**config.mk**
```make
export PLATFORM = sky130hd
export DESIGN_NAME = instr_encoder_loader_flat
export DESIGN_NICKNAME = d
export VERILOG_FILES = /design/src/rtl/instr_encoder_loader_pkg.sv /design/src/rtl/instr_encoder_loader_if.sv /design/src/rtl/instr_encoder_loader_field_pack.sv /design/src/rtl/instr_encoder_loader.sv /design/src/flat_wrapper.sv
export SDC_FILE = /design/constraint.sdc
export NUM_CORES = 1
export LEC_CHECK = 0
export CAP_MARGIN = 5
export CORE_AREA = 2 2 61 105
export DETAILED_ROUTE_END_ITERATION = 8
export DIE_AREA = 0 0 63 107
export GPL_ROUTABILITY_DRIVEN = 0
export GPL_TIMING_DRIVEN = 1
export MAX_ROUTING_LAYER = met4
export PLACE_DENSITY = 0.89
export SLEW_MARGIN = 0
export SYNTH_ARGS = -nofsm -noshare
export SYNTH_HDL_FRONTEND = slang
export SYNTH_SLANG_ARGS = --single-unit
```
**constraint.sdc**
```tcl
create_clock -name clk -period 2.95 [get_ports clk]
set_clock_uncertainty 0.1 [all_clocks]
set_input_delay 0.59 -clock clk [delete_from_list [all_inputs] [get_ports clk]]
set_output_delay 0.59 -clock clk [all_outputs]
set_load 0.05 [all_outputs]
```
**src/rtl/instr_encoder_loader_pkg.sv**
```systemverilog
// Shared LEGv8 encoding definitions: op-select codes, opcode constants (the same
// values the decoder matches), loader states and the field-packer result type.
package instr_encoder_loader_pkg;

   typedef enum logic [2:0] {
      OP_ADD  = 3'd0,
      OP_SUB  = 3'd1,
      OP_AND  = 3'd2,
      OP_ORR  = 3'd3,
      OP_LDUR = 3'd4,
      OP_STUR = 3'd5,
      OP_CBZ  = 3'd6,
      OP_B    = 3'd7
   } op_e;

   typedef enum logic [1:0] {
      ST_IDLE = 2'd0,
      ST_LOAD = 2'd1,
      ST_DONE = 2'd2
   } state_e;

   localparam logic [10:0] OPC_ADD  = 11'b100_0101_1000;
   localparam logic [10:0] OPC_SUB  = 11'b110_0101_1000;
   localparam logic [10:0] OPC_AND  = 11'b100_0101_0000;
   localparam logic [10:0] OPC_ORR  = 11'b101_0101_0000;
   localparam logic [10:0] OPC_LDUR = 11'b111_1100_0010;
   localparam logic [10:0] OPC_STUR = 11'b111_1100_0000;
   localparam logic [7:0]  OPC_CBZ  = 8'b1011_0100;
   localparam logic [5:0]  OPC_B    = 6'b00_0101;

   typedef struct packed {
      logic [31:0] word;
      logic        range_err;
   } pack_t;

endpackage

```
**src/rtl/instr_encoder_loader_if.sv**
```systemverilog
// Op stream from the host plus the instruction-memory write port of the loader.
interface instr_encoder_loader_if #(
   parameter int ADDR_W = 8
);
   logic                    in_valid;
   logic                    in_ready;
   logic [2:0]              in_op;
   logic [4:0]              in_rd;
   logic [4:0]              in_rn;
   logic [4:0]              in_rm;
   logic signed [25:0]      in_imm;
   logic                    in_last;
   logic                    imem_we;
   logic [ADDR_W-1:0]       imem_addr;
   logic [31:0]             imem_wdata;

   modport master (
      output in_valid, in_op, in_rd, in_rn, in_rm, in_imm, in_last,
      input  in_ready, imem_we, imem_addr, imem_wdata
   );

   modport slave (
      input  in_valid, in_op, in_rd, in_rn, in_rm, in_imm, in_last,
      output in_ready, imem_we, imem_addr, imem_wdata
   );
endinterface

```
**src/rtl/instr_encoder_loader_field_pack.sv**
```systemverilog
// Combinational packer: symbolic op + register fields + immediate -> 32-bit
// LEGv8 word, flagging immediates that do not fit the target format.
module instr_encoder_loader_field_pack
   import instr_encoder_loader_pkg::*;
(
   input  op_e                op,
   input  logic [4:0]         rd,
   input  logic [4:0]         rn,
   input  logic [4:0]         rm,
   input  logic signed [25:0] imm,
   output pack_t              pk
);

   // A value fits a narrower signed field when every bit above it copies its sign.
   function automatic logic fits_d(input logic signed [25:0] v);
      return v[25:8] == {18{v[8]}};
   endfunction

   function automatic logic fits_cb(input logic signed [25:0] v);
      return v[25:18] == {8{v[18]}};
   endfunction

   always_comb begin
      pk = '0;
      case (op)
         OP_ADD:  pk.word = {OPC_ADD, rm, 6'd0, rn, rd};
         OP_SUB:  pk.word = {OPC_SUB, rm, 6'd0, rn, rd};
         OP_AND:  pk.word = {OPC_AND, rm, 6'd0, rn, rd};
         OP_ORR:  pk.word = {OPC_ORR, rm, 6'd0, rn, rd};
         OP_LDUR: begin
            pk.word      = {OPC_LDUR, imm[8:0], 2'b00, rn, rd};
            pk.range_err = !fits_d(imm);
         end
         OP_STUR: begin
            pk.word      = {OPC_STUR, imm[8:0], 2'b00, rn, rd};
            pk.range_err = !fits_d(imm);
         end
         OP_CBZ: begin
            pk.word      = {OPC_CBZ, imm[18:0], rd};
            pk.range_err = !fits_cb(imm);
         end
         OP_B:    pk.word = {OPC_B, imm};
         default: pk = '0;
      endcase
   end

endmodule

```
**src/rtl/instr_encoder_loader.sv**
```systemverilog
// Loader top: accepts encoded ops one per cycle and writes them to consecutive
// imem words from BASE_ADDR, with one cycle of latency to the write strobe.
module instr_encoder_loader
   import instr_encoder_loader_pkg::*;
#(
   parameter int ADDR_W    = 8,
   parameter int BASE_ADDR = 0,
   parameter int DEPTH     = 64
)
(
   input  logic                         clk,
   input  logic                         rst_n,
   input  logic                         start,
   instr_encoder_loader_if.slave        bus,
   output logic                         busy,
   output logic                         done,
   output logic                         err,
   output logic [$clog2(DEPTH+1)-1:0]   word_count
);

   localparam int CW = $clog2(DEPTH+1);

   state_e             state_q;
   state_e             state_d;
   pack_t              pk;
   logic               accept;
   logic               vld_p1;
   logic               err_p1;
   logic [ADDR_W-1:0]  addr_p1;
   logic [31:0]        wdata_p1;
   logic [CW-1:0]      count_q;
   logic [ADDR_W-1:0]  next_addr;

   instr_encoder_loader_field_pack u_pack (
      .op  (op_e'(bus.in_op)),
      .rd  (bus.in_rd),
      .rn  (bus.in_rn),
      .rm  (bus.in_rm),
      .imm (bus.in_imm),
      .pk  (pk)
   );

   // A start in the same cycle as a handshake wins; the op is dropped.
   assign accept    = bus.in_valid && bus.in_ready && !start;
   assign next_addr = ADDR_W'(BASE_ADDR + 4 * int'(count_q));

   always_ff @(posedge clk or negedge rst_n) begin
      if (!rst_n) state_q <= ST_IDLE;
      else        state_q <= state_d;
   end

   always_comb begin
      state_d = state_q;
      case (state_q)
         ST_IDLE: if (start) state_d = ST_LOAD;
         ST_LOAD: begin
            if (start)                      state_d = ST_LOAD;
            else if (accept && bus.in_last) state_d = ST_DONE;
         end
         ST_DONE: if (start) state_d = ST_LOAD;
         default: state_d = ST_IDLE;
      endcase
   end

   always_comb begin
      busy         = 1'b0;
      done         = 1'b0;
      bus.in_ready = 1'b0;
      case (state_q)
         ST_LOAD: begin
            busy         = 1'b1;
            bus.in_ready = count_q < CW'(DEPTH);
         end
         ST_DONE: done = 1'b1;
         default: ;
      endcase
   end

   // p0 -> p1: packed word and write/reject strobes registered
   always_ff @(posedge clk or negedge rst_n) begin
      if (!rst_n) begin
         vld_p1   <= 1'b0;
         err_p1   <= 1'b0;
         addr_p1  <= ADDR_W'(BASE_ADDR);
         wdata_p1 <= '0;
         count_q  <= '0;
      end else begin
         vld_p1 <= accept && !pk.range_err;
         err_p1 <= accept && pk.range_err;
         if (start) begin
            count_q <= '0;
            addr_p1 <= ADDR_W'(BASE_ADDR);
         end else if (accept && !pk.range_err) begin
            addr_p1  <= next_addr;
            wdata_p1 <= pk.word;
            count_q  <= count_q + CW'(1);
         end
      end
   end

   assign bus.imem_we    = vld_p1;
   assign bus.imem_addr  = addr_p1;
   assign bus.imem_wdata = wdata_p1;
   assign err            = err_p1;
   assign word_count     = count_q;

endmodule

```
**src/flat_wrapper.sv**
```systemverilog
// flat-port wrapper written by rule: the top's interface ports become plain ports
module instr_encoder_loader_flat import instr_encoder_loader_pkg::*;
#(
   parameter int ADDR_W    = 8,
   parameter int BASE_ADDR = 0,
   parameter int DEPTH     = 64
)
  (clk, rst_n, start, busy, done, err, word_count, bus_in_valid, bus_in_op, bus_in_rd, bus_in_rn, bus_in_rm, bus_in_imm, bus_in_last, bus_in_ready, bus_imem_we, bus_imem_addr, bus_imem_wdata);
  instr_encoder_loader_if #(.ADDR_W(ADDR_W)) bus_i ();
  input  logic clk;
  input  logic rst_n;
  input  logic start;
  output logic busy;
  output logic done;
  output logic err;
  output logic [$clog2(DEPTH+1)-1:0] word_count;
  input wire logic [$bits(bus_i.in_valid)-1:0] bus_in_valid;
  input wire logic [$bits(bus_i.in_op)-1:0] bus_in_op;
  input wire logic [$bits(bus_i.in_rd)-1:0] bus_in_rd;
  input wire logic [$bits(bus_i.in_rn)-1:0] bus_in_rn;
  input wire logic [$bits(bus_i.in_rm)-1:0] bus_in_rm;
  input wire logic [$bits(bus_i.in_imm)-1:0] bus_in_imm;
  input wire logic [$bits(bus_i.in_last)-1:0] bus_in_last;
  output wire logic [$bits(bus_i.in_ready)-1:0] bus_in_ready;
  output wire logic [$bits(bus_i.imem_we)-1:0] bus_imem_we;
  output wire logic [$bits(bus_i.imem_addr)-1:0] bus_imem_addr;
  output wire logic [$bits(bus_i.imem_wdata)-1:0] bus_imem_wdata;
  assign bus_i.in_valid = bus_in_valid;
  assign bus_i.in_op = bus_in_op;
  assign bus_i.in_rd = bus_in_rd;
  assign bus_i.in_rn = bus_in_rn;
  assign bus_i.in_rm = bus_in_rm;
  assign bus_i.in_imm = bus_in_imm;
  assign bus_i.in_last = bus_in_last;
  assign bus_in_ready = bus_i.in_ready;
  assign bus_imem_we = bus_i.imem_we;
  assign bus_imem_addr = bus_i.imem_addr;
  assign bus_imem_wdata = bus_i.imem_wdata;
  instr_encoder_loader #(.ADDR_W(ADDR_W), .BASE_ADDR(BASE_ADDR), .DEPTH(DEPTH)) u_core (.clk(clk), .rst_n(rst_n), .start(start), .bus(bus_i), .busy(busy), .done(done), .err(err), .word_count(word_count));
endmodule
```
==> impl_metrics.yaml, run 1 <==
outcome:
  status: "finished clean"
detailed_routing:
  ant_nets: 0
  avgViaCountPerCell: 5.52
  dr.first_iter.drc_count: 82
  routedWlPerCell_um: 18.3
  first_pass_iters: 4
  drc: 0
  dr_total_vias: 2488
  wl_mm: 8.25
place:
  dp_hpwl_mm: 6.48
  portBuffers: 98
sta:
  max_clock_freq_mhz: 362
  tightestPinTransition_ns: 0.553
  fin_hold_ws_ns: 0.127
  min_period_ns: 2.76
  final-hold-violation-count: 0
  report.final.slew_viol_count: 0
  fin_crit_sh_pct: 93.5
  grt_setup_unrepaired: "no"
  slew_headroom_pct: 63.1
  setup_viol: 0
worst_setup_path:
  r2r_start: "u_core.word_count[6]$_DFFE_PN0P_"
  worstPathArrival_ns: 2.88
  worstSetupPathType: "in2reg"
  critPathLaunch: "bus_in_imm[22]"
  critPathLaunchType: "input port"
  crit_end: "u_core.bus.imem_wdata[26]$_DFFE_PN0P_"
  reg2reg_depth: 7
  endpoint_kind: "register"
  worstPathRequired_ns: 3.07
  r2r_setup_slack_ns: 0.89
  worstReg2RegEnd: "u_core.bus.imem_wdata[26]$_DFFE_PN0P_"
  crit_fanout: 22
cells_and_area:
  areaGrowthSynthToFinish_pct: 47.0
  fillers: 464
  drive_above_1_share_pct: 19.1
  nNetsFinal: 421
  ff_latch_area_mm2: 0.00123
  fin_util_pct: 68.4
  multiInputGateArea_mm2: 0.00135
clock_network:
  ctsResizeCount: 0
  cts_tree: "yes"
  clock-root-buffer: "clkbuf_8"
  clk_pin_slew_ns: 0.09
  cts.htree.levels: 2
  clockBufferDepth: 2
  cts_hold_buf: 0
  cts_sinks: 49
  numCtsBuffers: 5
  post_cts_buffers: 0
  clkLatencyLatePin_ns: 0.30
synthesis:
  synthMostInstantiatedCell: "dfrtp_1"
  synth_top_area_share_pct: 44.9
  yosys_warnings: 0
  synth_area_leaders: "dfrtp_1 45%, mux2_2 12%, mux2i_1 8.4%"
  synth_cells: 255
  ys_seq_area_share_pct: 44.9
  avgSynthCellArea_um2: 10.7
  syn_area_mm2: 0.00273
  yosysTopAreaCell: "dfrtp_1"
  netlist_top_cells_count: "49 x dfrtp_1, 29 x mux2_2, 23 x mux2i_1"
  synth-edff-count: 0
  ys.flop_type: "dfrtp_1"
  synth_cell_types: 45
  ys_ff_latch: 49
  synthArstFlopShare_pct: 100
floorplan:
  fp.dieW_um: 63
  row_count: 37
  die_area_mm2: 0.00674
  io_pins: 101
  core_mm2: 0.00588
  start_util_pct: 46.5
  dieHeight_um: 107
grt:
  antenna_found_initial: 1
  grt_pass1_vias: 2638
  grt_overflow_total: 0
  grt_usage_pct: 26.4
  grt_pass1_wl_mm: 13.3
  grt_max_degree: 31
power:
  leakagePower_uw: 0.00175
  irDropWorstVdd_mv: 0.634
  power.density_mw_per_mm2: 799
  power_uw: 3210
worst_hold_path:
  hold_path.class: "in2async"
run:
  maxCapViolCount: 0
-- critical path, stage by stage --
cell and delay, ns:
clkdlybuf4s50_1 0.43, or4_4 0.56, nor3_1 0.30, o31ai_1 0.18, a21oi_4 0.22, buf_12 0.21
buf_4 0.18, mux2i_1 0.21
-- layout by cell type, fill, tap and decap left out, types with 2 or more instances in the layout --
master and n:
mux2_1 6, buf_12 2, and3_1 3, clkdlybuf4s50_1 97
nor2b_1 13, nor3_1 5, a21oi_1 10, clkinv_2 2
mux2i_1 23, a22o_1 5, o21ai_0 8, o211ai_1 4
mux2_2 29, nor2_1 11, nand3_1 6, or4_4 2
nand4_1 3, a22oi_1 3, conb_1 2, inv_1 16
nand2_1 20, dfrtp_1 49, clkbuf_8 5, a31oi_1 2
buf_4 24
-- logic make-up (layout without fill, tap and decap cells) --
group	Yosys count	after routing	share of synthesized area (%)
buf+inv	32	148	5.95
fa+ha+maj	1	1	0.458
other cells	1	3	0.137
xor+xnor	1	1	0.320
compound gates	42	42	11.2
simple gates	71	71	14.3
flops	49	49	44.9
mux	58	58	22.8
-- layout make-up --
cell class	instances	share of cell area, %
Multi-Input combinational cell	175	33.7
Sequential cell	49	30.5
Timing Repair Buffer	124	29.8
Tap cell	78	2.43
Clock buffer	6	1.81
Inverter	16	1.49
Clock inverter	2	0.249
Antenna cell	1	0.0623
-- sequential cells by signal, summed over array words and instances, names as in the netlist --
name	flops
u_core.bus.imem_wdata	32
u_core.err	1
u_core.state_q	2
u_core.bus.imem_we	1
u_core.word_count	7
u_core.bus.imem_addr	6
-- worst min-delay path by stage --
stage	startpoint	endpoint	slack [ns]	cells past startpoint
after floorplan	rst_n	u_core.bus.imem_addr[2]$_DFFE_PN0P_	0.19	0
after global placement	u_core.bus.imem_wdata[27]$_DFFE_PN0P_	u_core.bus.imem_wdata[27]$_DFFE_PN0P_	0.38	1
after detailed placement	u_core.bus.imem_wdata[11]$_DFFE_PN0P_	u_core.bus.imem_wdata[11]$_DFFE_PN0P_	0.38	1
after CTS	rst_n	u_core.bus.imem_wdata[5]$_DFFE_PN0P_	0.13	1
after global routing	rst_n	u_core.bus.imem_wdata[3]$_DFFE_PN0P_	0.14	1
final	rst_n	u_core.bus.imem_wdata[5]$_DFFE_PN0P_	0.13	1
-- power breakdown --
group,switching [µW],leakage (µW),total (µW),internal [µW]
clock,218,0.0000450,383,165
combinational,1140,0.00108,1790,655
sequential,144,0.000619,1030,889
-- metrics by stage --
stage                     setup WS (ns)  TNS [ns]  instances  cell area, µm²
after floorplan                   0.235         0        256            2740
after global placement          -0.0449    -0.823        442            3930
after detailed placement         -0.117     -2.92        442            3930
after CTS                         0.201         0        450            4020
after global routing             0.0823         0        451            4020
final                             0.191         0        451            4020
-- routing by layer --
metal	global-route usage, %	vias to the layer above	share of wire (%)
li1	-	1139	-
met1	26.0	1226	35
met2	48.8	100	56
met3	4.20	23	4.5
met4	14.0	0	4.4
met5	-	-	0
No activity file was read; power rests on OpenSTA's default activity.
==> run 2: changes to the inputs <==
--- a/config.mk
+++ b/config.mk
@@ -5,6 +5,7 @@
 export SDC_FILE = /design/constraint.sdc
 export NUM_CORES = 1
 export LEC_CHECK = 0
+export ABC_CLOCK_PERIOD_IN_PS = 2950
 export CAP_MARGIN = 5
 export CORE_AREA = 2 2 61 105
 export DETAILED_ROUTE_END_ITERATION = 8
==> results of run 2 <==
Final layout, timing and power as in run 1 (identical DEF).
==> run 3: changes to the inputs <==
--- a/config.mk
+++ b/config.mk
@@ -10,8 +10,6 @@
 export CORE_AREA = 2 2 61 105
 export DETAILED_ROUTE_END_ITERATION = 8
 export DIE_AREA = 0 0 63 107
-export GPL_ROUTABILITY_DRIVEN = 0
-export GPL_TIMING_DRIVEN = 1
 export MAX_ROUTING_LAYER = met4
 export PLACE_DENSITY = 0.89
 export SLEW_MARGIN = 0
==> results of run 3 <==
Final layout, timing and power as in run 1 (identical DEF).
